[src/rtl/taillight_controller.sv]
// Sequential tail light controller: cumulative outward turn sequence per side,
// hazard lockstep on both sides, steady brake on any side that is not sequencing.
module taillight_controller #(
  parameter int STEP_CYCLES = 1
) (
  input  logic       clk,
  input  logic       rst,
  input  logic       brake,
  input  logic       turn_left,
  input  logic       turn_right,
  output logic [2:0] left_taillight_control,
  output logic [2:0] right_taillight_control
);

  typedef enum logic [1:0] {
    MODE_IDLE   = 2'd0,
    MODE_LEFT   = 2'd1,
    MODE_RIGHT  = 2'd2,
    MODE_HAZARD = 2'd3
  } mode_t;

  localparam logic [15:0] LP_LAST_STEP = 16'(STEP_CYCLES - 1);

  mode_t       r_mode;
  logic [1:0]  r_phase;
  logic [15:0] r_step_cnt;
  logic [2:0]  r_left;
  logic [2:0]  r_right;

  mode_t       w_mode_dec;
  mode_t       w_mode_nxt;
  logic [1:0]  w_phase_nxt;
  logic [15:0] w_step_cnt_nxt;
  logic [2:0]  w_left_nxt;
  logic [2:0]  w_right_nxt;

  function automatic logic [2:0] f_pattern(input logic [1:0] phase);
    logic [2:0] pat;
    case (phase)
      2'd0:    pat = 3'b001;
      2'd1:    pat = 3'b011;
      2'd2:    pat = 3'b111;
      default: pat = 3'b000;
    endcase
    return pat;
  endfunction

  // Decode the requested mode from the turn switches.
  always_comb begin
    w_mode_dec = MODE_IDLE;
    case ({turn_right, turn_left})
      2'b01:   w_mode_dec = MODE_LEFT;
      2'b10:   w_mode_dec = MODE_RIGHT;
      2'b11:   w_mode_dec = MODE_HAZARD;
      default: w_mode_dec = MODE_IDLE;
    endcase
  end

  // Next-state: a mode change restarts at 001, otherwise the prescaler paces the phase.
  always_comb begin
    w_mode_nxt     = r_mode;
    w_phase_nxt    = r_phase;
    w_step_cnt_nxt = r_step_cnt;
    if (w_mode_dec == MODE_IDLE) begin
      w_mode_nxt     = MODE_IDLE;
      w_phase_nxt    = 2'd0;
      w_step_cnt_nxt = 16'd0;
    end else if (w_mode_dec != r_mode) begin
      w_mode_nxt     = w_mode_dec;
      w_phase_nxt    = 2'd0;
      w_step_cnt_nxt = 16'd0;
    end else if (r_step_cnt == LP_LAST_STEP) begin
      w_phase_nxt    = r_phase + 2'd1;
      w_step_cnt_nxt = 16'd0;
    end else begin
      w_step_cnt_nxt = r_step_cnt + 16'd1;
    end
  end

  // Lamp patterns derived from the next state so outputs track inputs with one clock latency.
  always_comb begin
    w_left_nxt  = {3{brake}};
    w_right_nxt = {3{brake}};
    if ((w_mode_nxt == MODE_LEFT) || (w_mode_nxt == MODE_HAZARD)) begin
      w_left_nxt = f_pattern(w_phase_nxt);
    end else begin
      w_left_nxt = {3{brake}};
    end
    if ((w_mode_nxt == MODE_RIGHT) || (w_mode_nxt == MODE_HAZARD)) begin
      w_right_nxt = f_pattern(w_phase_nxt);
    end else begin
      w_right_nxt = {3{brake}};
    end
  end

  // State and lamp registers; reset blanks the lamps without waiting for a clock.
  always_ff @(posedge clk or posedge rst) begin
    if (rst) begin
      r_mode     <= MODE_IDLE;
      r_phase    <= 2'd0;
      r_step_cnt <= 16'd0;
      r_left     <= 3'b000;
      r_right    <= 3'b000;
    end else begin
      r_mode     <= w_mode_nxt;
      r_phase    <= w_phase_nxt;
      r_step_cnt <= w_step_cnt_nxt;
      r_left     <= w_left_nxt;
      r_right    <= w_right_nxt;
    end
  end

  assign left_taillight_control  = r_left;
  assign right_taillight_control = r_right;

endmodule

[config.mk]
export PLATFORM = sky130hd
export DESIGN_NAME = taillight_controller
export DESIGN_NICKNAME = d
export VERILOG_FILES = /design/src/rtl/taillight_controller.sv
export SDC_FILE = /design/constraint.sdc
export NUM_CORES = 1
export LEC_CHECK = 0
export BUFFER_PORTS_ARGS = -buffer_cell sky130_fd_sc_hd__buf_4
export CAP_MARGIN = 5
export CORE_MARGIN = 5
export CORE_UTILIZATION = 52
export DETAILED_ROUTE_END_ITERATION = 10
export PLACE_DENSITY = 0.74
export SLEW_MARGIN = 20
export SYNTH_ARGS = -nofsm -noshare
export SYNTH_HDL_FRONTEND = slang
export SYNTH_SLANG_ARGS = --single-unit
[constraint.sdc]
create_clock -name clk -period 1.6 [get_ports clk]
set_input_delay 0.08 -clock clk [delete_from_list [all_inputs] [get_ports clk]]
set_output_delay 0.08 -clock clk [all_outputs]
set_load 0.05 [all_outputs]
==> results.tsv, run 1 <==
metric	value	unit
outcome	finished, violations left	
violated checks	setup timing	
Buffers on Ports	10	
antenna cells	0	
FMAX	603	MHz
Mapped Nets	134	
CTS tree	built	
CP arrival	1.92	ns
Inserted Clock Buffers	3	
Via density	5.59	
clk buf depth	2	
crit share post-route	104	%
Non-Filler Instances	182	
Worst Setup Path Type	flip-flop to flip-flop	
max_slew headroom	71.4	%
grt ovf	0	
Synth async-reset ratio	100	%
RSZ-0062 raised after global routing	yes	
# H-tree levels	1	
worst hold endpoint	left_taillight_control[2]	
syn avg cell area	10.5	µm²
drt initial violations	32	
HP Class	input pin to flip-flop	
Post-Layout Inst Area	1630	µm²
Worst Setup End Kind	flip-flop	
final net count	160	
minimum clock period	1.66	ns
r2r setup slk	-0.06	ns
Reg area	651	µm²
GRT Total Usage	16.3	%
max capacitance violation total	0	
final setup margin	-0.0586	ns
dpl cells	173	
Distinct cells, synth	31	
final wirelength	2.77	mm
die height	60.7	µm
Pwr Density	773	nW/µm²
Initial Utilization	54.0	%
routability congestion estimate	0.875	
CP required	1.86	ns
Sink Count	26	
VDD IR-drop max	575	µV
clk root buf	clkbuf_4	
Pleak	0.698	nW
reg2reg path depth	6	
post-synthesis sequential area ratio	48.6	%
#FFs+latches synth	26	
Cell Area, Placed	1510	µm²
Final Setup Violations	1	
Core Box Area	2480	µm²
Crit Reg-Reg Startpoint	r_step_cnt[1]	
commonest non-fill, non-tap cell in the layout	dfrtp_1	
WHS	0.0125	ns
antenna-violating nets left	0	
row count	18	
Hold Crit Depth	3	
number of synthesized flops with an enable pin	0	
Synth-to-Final Area Change	21.9	%
first-pass GRT wire length	4.53	mm
io pins	11	
Hold Fails Final Rpt	0	
initial antenna violation count	0	
Synth area leaders	dfrtp_1, xnor2_1, nor2_1	
DRC violation count after routing	0	
startpoint types	flip-flop	
vias after detailed routing	1018	
area of the multi-input gates	644	µm²
min-delay src	brake	
die area	3690	µm²
clk_skew	0.00465	ns
share of the synthesized area in the top cell type	48.6	%
layout cells sized above 1	26.3	%
largest net degree at the start of global routing	27	
Main synth FF type	dfrtp_1	
Worst-path clk slew	0.15	ns
Worst Path Max Fanout	5	
Ys Warns	0	
leading cell types in the layout, fill and taps excluded	dfrtp_1, buf_4, nor2_1	
most area-hungry cell type in the Yosys netlist	dfrtp_1	
fin util	65.8	%
cell area after synthesis	1340	µm²
Post-Syn Instances	127	
per-cell routed wire length	15.2	µm
RR Endpoint	r_phase[1]	
latest clock arrival within the worst-skew pair	0.32	ns
vias in the first global route	1070	
Worst Tran Pin Value	0.425	ns
HPWL Detailed	1.89	mm
Filler Cells Inserted	191	
final slew viol count	0	
drt first pass iters	4	
Die X-Extent	60.7	µm
## worst max-delay path by stage
| stage | startpoint | slack, ns | end | cells past startpoint |
|---|---|---|---|---|
| 2_1_floorplan | r_step_cnt[0] | 0.10 | r_phase[1] | 6 |
| 3_3_place_gp | r_step_cnt[0] | 0.06 | r_phase[1] | 6 |
| 3_5_place_dp | r_step_cnt[0] | 0.03 | r_phase[1] | 6 |
| 4_1_cts | r_step_cnt[0] | -0.02 | r_phase[1] | 6 |
| 5_1_grt | r_step_cnt[1] | -0.18 | r_phase[1] | 6 |
| 6_report | r_step_cnt[1] | -0.06 | r_phase[1] | 6 |
## cell families after synthesis
group / Yosys count / synth area share [%]
flip-flops: 26 / 48.6
XOR/XNOR: 17 / 11.1
AND/OR/NAND/NOR: 58 / 27.9
adder cells (fa/ha/maj): 2 / 1.87
multiplexers: 1 / 0.748
AO/OA/AOI/OAI: 10 / 4.68
buffers and inverters: 13 / 5.05
## Yosys cell counts, drive strengths merged, types with 2 or more instances
master,n
a21oi,2
a31oi,2
buf,3
clkbuf,2
dfrtp,26
ha,2
inv,8
nand2,4
nand2b,4
nand3,6
nand4,6
nor2,21
nor2b,2
nor3,3
nor4,7
o21ai,5
xnor2,11
xor2,6
## final cells by class
type | count | share of cell area, %
inverters | 8 | 1.84
clock buffers | 3 | 1.38
well taps | 30 | 2.30
flip-flops and latches | 26 | 39.9
repair buffers | 26 | 13.2
clock inverters | 1 | 1.84
multi-input cells | 88 | 39.5
## sequential cells by signal (all words and copies together) (netlist names)
register / count
r_step_cnt: 16
left_taillight_control: 3
right_taillight_control: 3
r_phase: 2
r_mode: 2
## metal layers
metal	GRT usage, %	vias to the layer above	wire (µm)
met3	2.98	4	63
met4	5.57	0	22
li1	-	479	-
met2	26.9	18	1430
met1	21.7	517	1260
met5	0	-	0
## power by group
| group | internal (mW) | leakage, nW | switching (mW) |
|---|---|---|---|
| clock | 0.253 | 0.0279 | 0.203 |
| sequential | 0.672 | 0.345 | 0.00962 |
| combinational | 0.0447 | 0.324 | 0.0778 |
| total | 0.970 | 0.698 | 0.291 |
## what timing repair did
| item | 4_1_cts | 5_1_grt |
|---|---|---|
| setup buffers | 0 | 2 |
| endpoints found under the hold margin | 28 | 0 |
| hold buffers | 3 | 0 |
| setup endpoints to repair | 1 | 24 |
| pin swaps | 0 | 1 |
| cloned | 0 | 0 |
| resized for setup | 0 | 6 |
## worst max-delay path, cell delays in order, from the launching register on
cell	delay (ns)
dfrtp_1	0.41
inv_1	0.06
ha_2	0.16
nor4b_4	0.28
nand4_4	0.18
or3_1	0.34
a21oi_1	0.16
## metrics by stage
stage	total power, mW	setup slack, ns	TNS (ns)
2_1_floorplan	0.765	0.105	0
3_3_place_gp	0.805	0.0583	0
3_5_place_dp	0.809	0.0283	0
4_1_cts	1.26	-0.0191	-0.0191
5_1_grt	1.30	-0.179	-1.49
6_report	1.26	-0.0586	-0.0586
No activity file was read; power rests on OpenSTA's default activity.
==> run 2: changes to the inputs <==
Settings changed: ABC_AREA from default to 1.
==> run 2 against run 1 <==
Compared with the run above: critical path depth grew 2; non-clock buffer count is 7 lower; critical path type unchanged; sequential share of layout area about the same; largest cell class unchanged; via count rose by 8.2%; register-to-register slack gained 0.11 ns; sequential power is essentially flat; sequential cell count did not move; fmax is 7.4% higher; first-iteration DRC count fell by 19%; area after synthesis increased by 0.75%; combinational power up 16%; highest routed layer unchanged; the flow now finishes without violations.
==> results.tsv, run 2 <==
metric	value	unit	change
Reg area	652	µm²	was 651 µm²
die height	60.9	µm	was 60.7 µm
Crit path max-delay family	simple AND/OR/NAND/NOR gates		unchanged
area of the multi-input gates	634	µm²	was 644 µm²
most frequent cell on the critical path	nand2_2		
max reg flops	16		unchanged
r2r setup slk	0.06	ns	was -0.06 ns
VDD IR-drop max	796	µV	was 575 µV
initial antenna violation count	0		unchanged
fin util	66.0	%	was 65.8%
dpl cells	207		was 173
commonest non-fill, non-tap cell in the layout	nand2_1		was dfrtp_1
Post-Syn Instances	167		was 127
Distinct cells, synth	21		was 31
row count	18		unchanged
count leader, synth	nand2_1		was dfrtp_1
worst setup path startpoint	r_step_cnt[1]		unchanged
final slew viol count	0		unchanged
final net count	196		was 160
Non-Filler Instances	218		was 182
Post-Layout Inst Area	1640	µm²	was 1630 µm²
cell area after synthesis	1350	µm²	was 1340 µm²
overall power	1.28	mW	was 1.26 mW
most area-hungry cell type in the Yosys netlist	dfrtp_1		unchanged
clock share of power	35.8	%	was 36.2%
FMAX	647	MHz	was 603 MHz
Psw	307	µW	was 291 µW
Inserted Clock Buffers	3		unchanged
Worst Setup Path Type	flip-flop to flip-flop		unchanged
final setup margin	0.0553	ns	was -0.0586 ns
largest net degree at the start of global routing	27		unchanged
# H-tree levels	1		unchanged
per-cell routed wire length	12.0	µm	was 15.2 µm
sequential share of power	53.1	%	was 54.1%
Worst Tran Pin Value	0.450	ns	was 0.425 ns
Worst Setup End Kind	flip-flop		unchanged
DRC violation count after routing	0		unchanged
drt initial violations	26		was 32
max capacitance violation total	0		unchanged
die area	3710	µm²	was 3690 µm²
synth cell count leaders	nand2_1, dfrtp_1, nor2_1		was dfrtp_1, nor2_1, xnor2_1
Die X-Extent	60.9	µm	was 60.7 µm
grt ovf	0		unchanged
Buffers on Ports	10		unchanged
clk root buf	clkbuf_4		unchanged
vias after detailed routing	1101		was 1018
Synth async-reset ratio	100	%	unchanged
Filler Cells Inserted	209		was 191
Slowest-stage cell, CP	dfrtp_1		unchanged
routability congestion estimate	0.814		was 0.875
reg2reg path depth	8		was 6
Initial Utilization	54.4	%	was 54.0%
clk buf depth	2		unchanged
outcome	finished, final reports clean		was finished, violations left
CP arrival	1.78	ns	was 1.92 ns
drt first pass iters	6		was 4
post-route setup TNS	0	ns	was -0.0586 ns
Sink Count	26		unchanged
Pwr Density	785	nW/µm²	was 773 nW/µm²
vias in the first global route	1082		was 1070
Cell Area, Placed	1470	µm²	was 1510 µm²
final wirelength	2.62	mm	was 2.77 mm
minimum clock period	1.54	ns	was 1.66 ns
sum of buffers and inverters on the critical path	0		was 1
share of the synthesized area in the top cell type	48.3	%	was 48.6%
#FFs+latches synth	26		unchanged
clk_skew	0.00864	ns	was 0.00465 ns
Crit Reg-Reg Startpoint	r_step_cnt[1]		unchanged
leading cell types in the layout, fill and taps excluded	nand2_1, dfrtp_1, inv_1, nor2_1, buf_4		was dfrtp_1, buf_4, nor2_1
Crit path depth	8		was 6
pre-CTS setup slack	0.0126	ns	was 0.0283 ns
HPWL Detailed	1.83	mm	was 1.89 mm
syn avg cell area	8.07	µm²	was 10.5 µm²
largest register by flop count	r_step_cnt		unchanged
crit share post-route	96.5	%	was 104%
Worst-path clk slew	0.15	ns	about the same
internal power	976	µW	was 970 µW
first-pass GRT wire length	4.53	mm	about the same
Pleak	0.801	nW	was 0.698 nW
antenna cells	0		unchanged
number of synthesized flops with an enable pin	0		unchanged
HP Class	input pin to asynchronous set/reset pin		was input pin to flip-flop
post-synthesis sequential area ratio	48.3	%	was 48.6%
CP required	1.84	ns	was 1.86 ns
Via density	5.05		was 5.59
WHS	0.356	ns	was 0.0125 ns
Hold Fails Final Rpt	0		unchanged
Main synth FF type	dfrtp_1		unchanged
GRT Total Usage	16.3	%	about the same
io pins	11		unchanged
RSZ-0062 raised after global routing	yes		unchanged
max_slew headroom	69.9	%	was 71.4%
Final Setup Violations	0		was 1
layout cells sized above 1	23.9	%	was 26.3%
RR Endpoint	r_step_cnt[12]		was r_phase[1]
antenna-violating nets left	0		unchanged
Comb pwr share	11.0	%	was 9.7%
latest clock arrival within the worst-skew pair	0.34	ns	was 0.32 ns
Mapped Nets	174		was 134
Worst setup endpoint	r_step_cnt[12]		was r_phase[1]
cells along the critical path	ha_4 -> nand3_4 -> nor3_4 -> nand2_2 -> nor2_4 -> nand2_2 -> o21ai_1 -> a21oi_1		was inv_1 -> ha_2 -> nor4b_4 -> nand4_4 -> or3_1 -> a21oi_1
Synth area leaders	dfrtp_1, nand2_1, nor2_1		was dfrtp_1, xnor2_1, nor2_1
startpoint types	flip-flop		unchanged
Synth-to-Final Area Change	21.4	%	was 21.9%
Net Sw Frac	23.9	%	was 23.1%
CTS tree	built		unchanged
Ys Warns	0		unchanged
Crit path largest cell delay	0.45	ns	was 0.41 ns
Worst Path Max Fanout	5		unchanged
Core Box Area	2480	µm²	unchanged
## run 2: cell types whose count changed after synthesis, sizes merged, moves of 3 or more
| cell | before | now |
|---|---|---|
| xnor2 | 11 | 3 |
| buf | 3 | 0 |
| nor3 | 3 | 7 |
| nand3 | 6 | 18 |
| nor4 | 7 | 0 |
| nor2 | 21 | 31 |
| xor2 | 6 | 3 |
| nand2b | 4 | 0 |
| nand4 | 6 | 3 |
| nand2 | 4 | 33 |
| a21oi | 2 | 5 |
| inv | 8 | 27 |
## run 2: how the worst min path moves through the flow
stage | slack [ns] | endpoint | cells past startpoint | from
4_1_cts | 0.33 | r_step_cnt[0] | 4 | rst
6_report | 0.36 | r_step_cnt[0] | 4 | rst
3_5_place_dp | 0.17 | r_step_cnt[0] | 3 | rst
5_1_grt | 0.39 | r_step_cnt[0] | 4 | rst
2_1_floorplan | 0.12 | left_taillight_control[0] | 1 | rst
3_3_place_gp | 0.16 | r_step_cnt[1] | 3 | rst
## run 2: logic make-up (layout without fill, tap and decap cells)
kind of cell,count (synthesis),after routing,synth area share [%]
adders and majority gates,2,2,1.86
xor gates and xnor gates,6,6,3.90
DFF,26,26,48.3
and+or+nand+nor,92,92,33.1
AOI/OAI and AO/OA,12,12,4.46
buffers and inverters,29,50,8.45
## run 2: power groups by stage
stage	logic (mW)	registers, mW	clock network (mW)
floorplan	0.0473	0.736	0
global placement	0.130	0.694	0
detailed placement	0.132	0.694	0
CTS	0.140	0.682	0.470
global route	0.156	0.685	0.494
finish	0.142	0.682	0.460
## run 2: layout make-up
cell class / count / area share [%]
sequential: 26 / 39.9
multi-input combinational: 112 / 38.8
timing repair buffer: 19 / 9.33
inverter: 27 / 6.50
tap: 30 / 2.30
clock inverter: 1 / 1.84
clock buffer: 3 / 1.38
## run 2: what timing repair did
item | CTS | global route
gates resized for setup | 0 | 14
hold buffers | 4 | 0
buffers inserted | 1 | 2
endpoints found under the setup margin | 1 | 13
endpoints found under the hold margin | 33 | 0
pin swaps | 0 | 11
## run 2: layer usage
metal  part of all wire [%]  vias to the layer above  GRT usage, %
met1                     44                      508          19.5
met3                    2.7                        8          2.77
met2                     50                       21          27.9
met5                      0                        -             0
met4                    2.7                        0          8.36
li1                       -                      564             -
## run 2: worst reg2reg max path, cell delays in order, from the launching register on
cell	delay, ns
dfrtp_1	0.45
ha_4	0.18
nand3_4	0.08
nor3_4	0.22
nand2_2	0.11
nor2_4	0.17
nand2_2	0.07
o21ai_1	0.12
a21oi_1	0.05
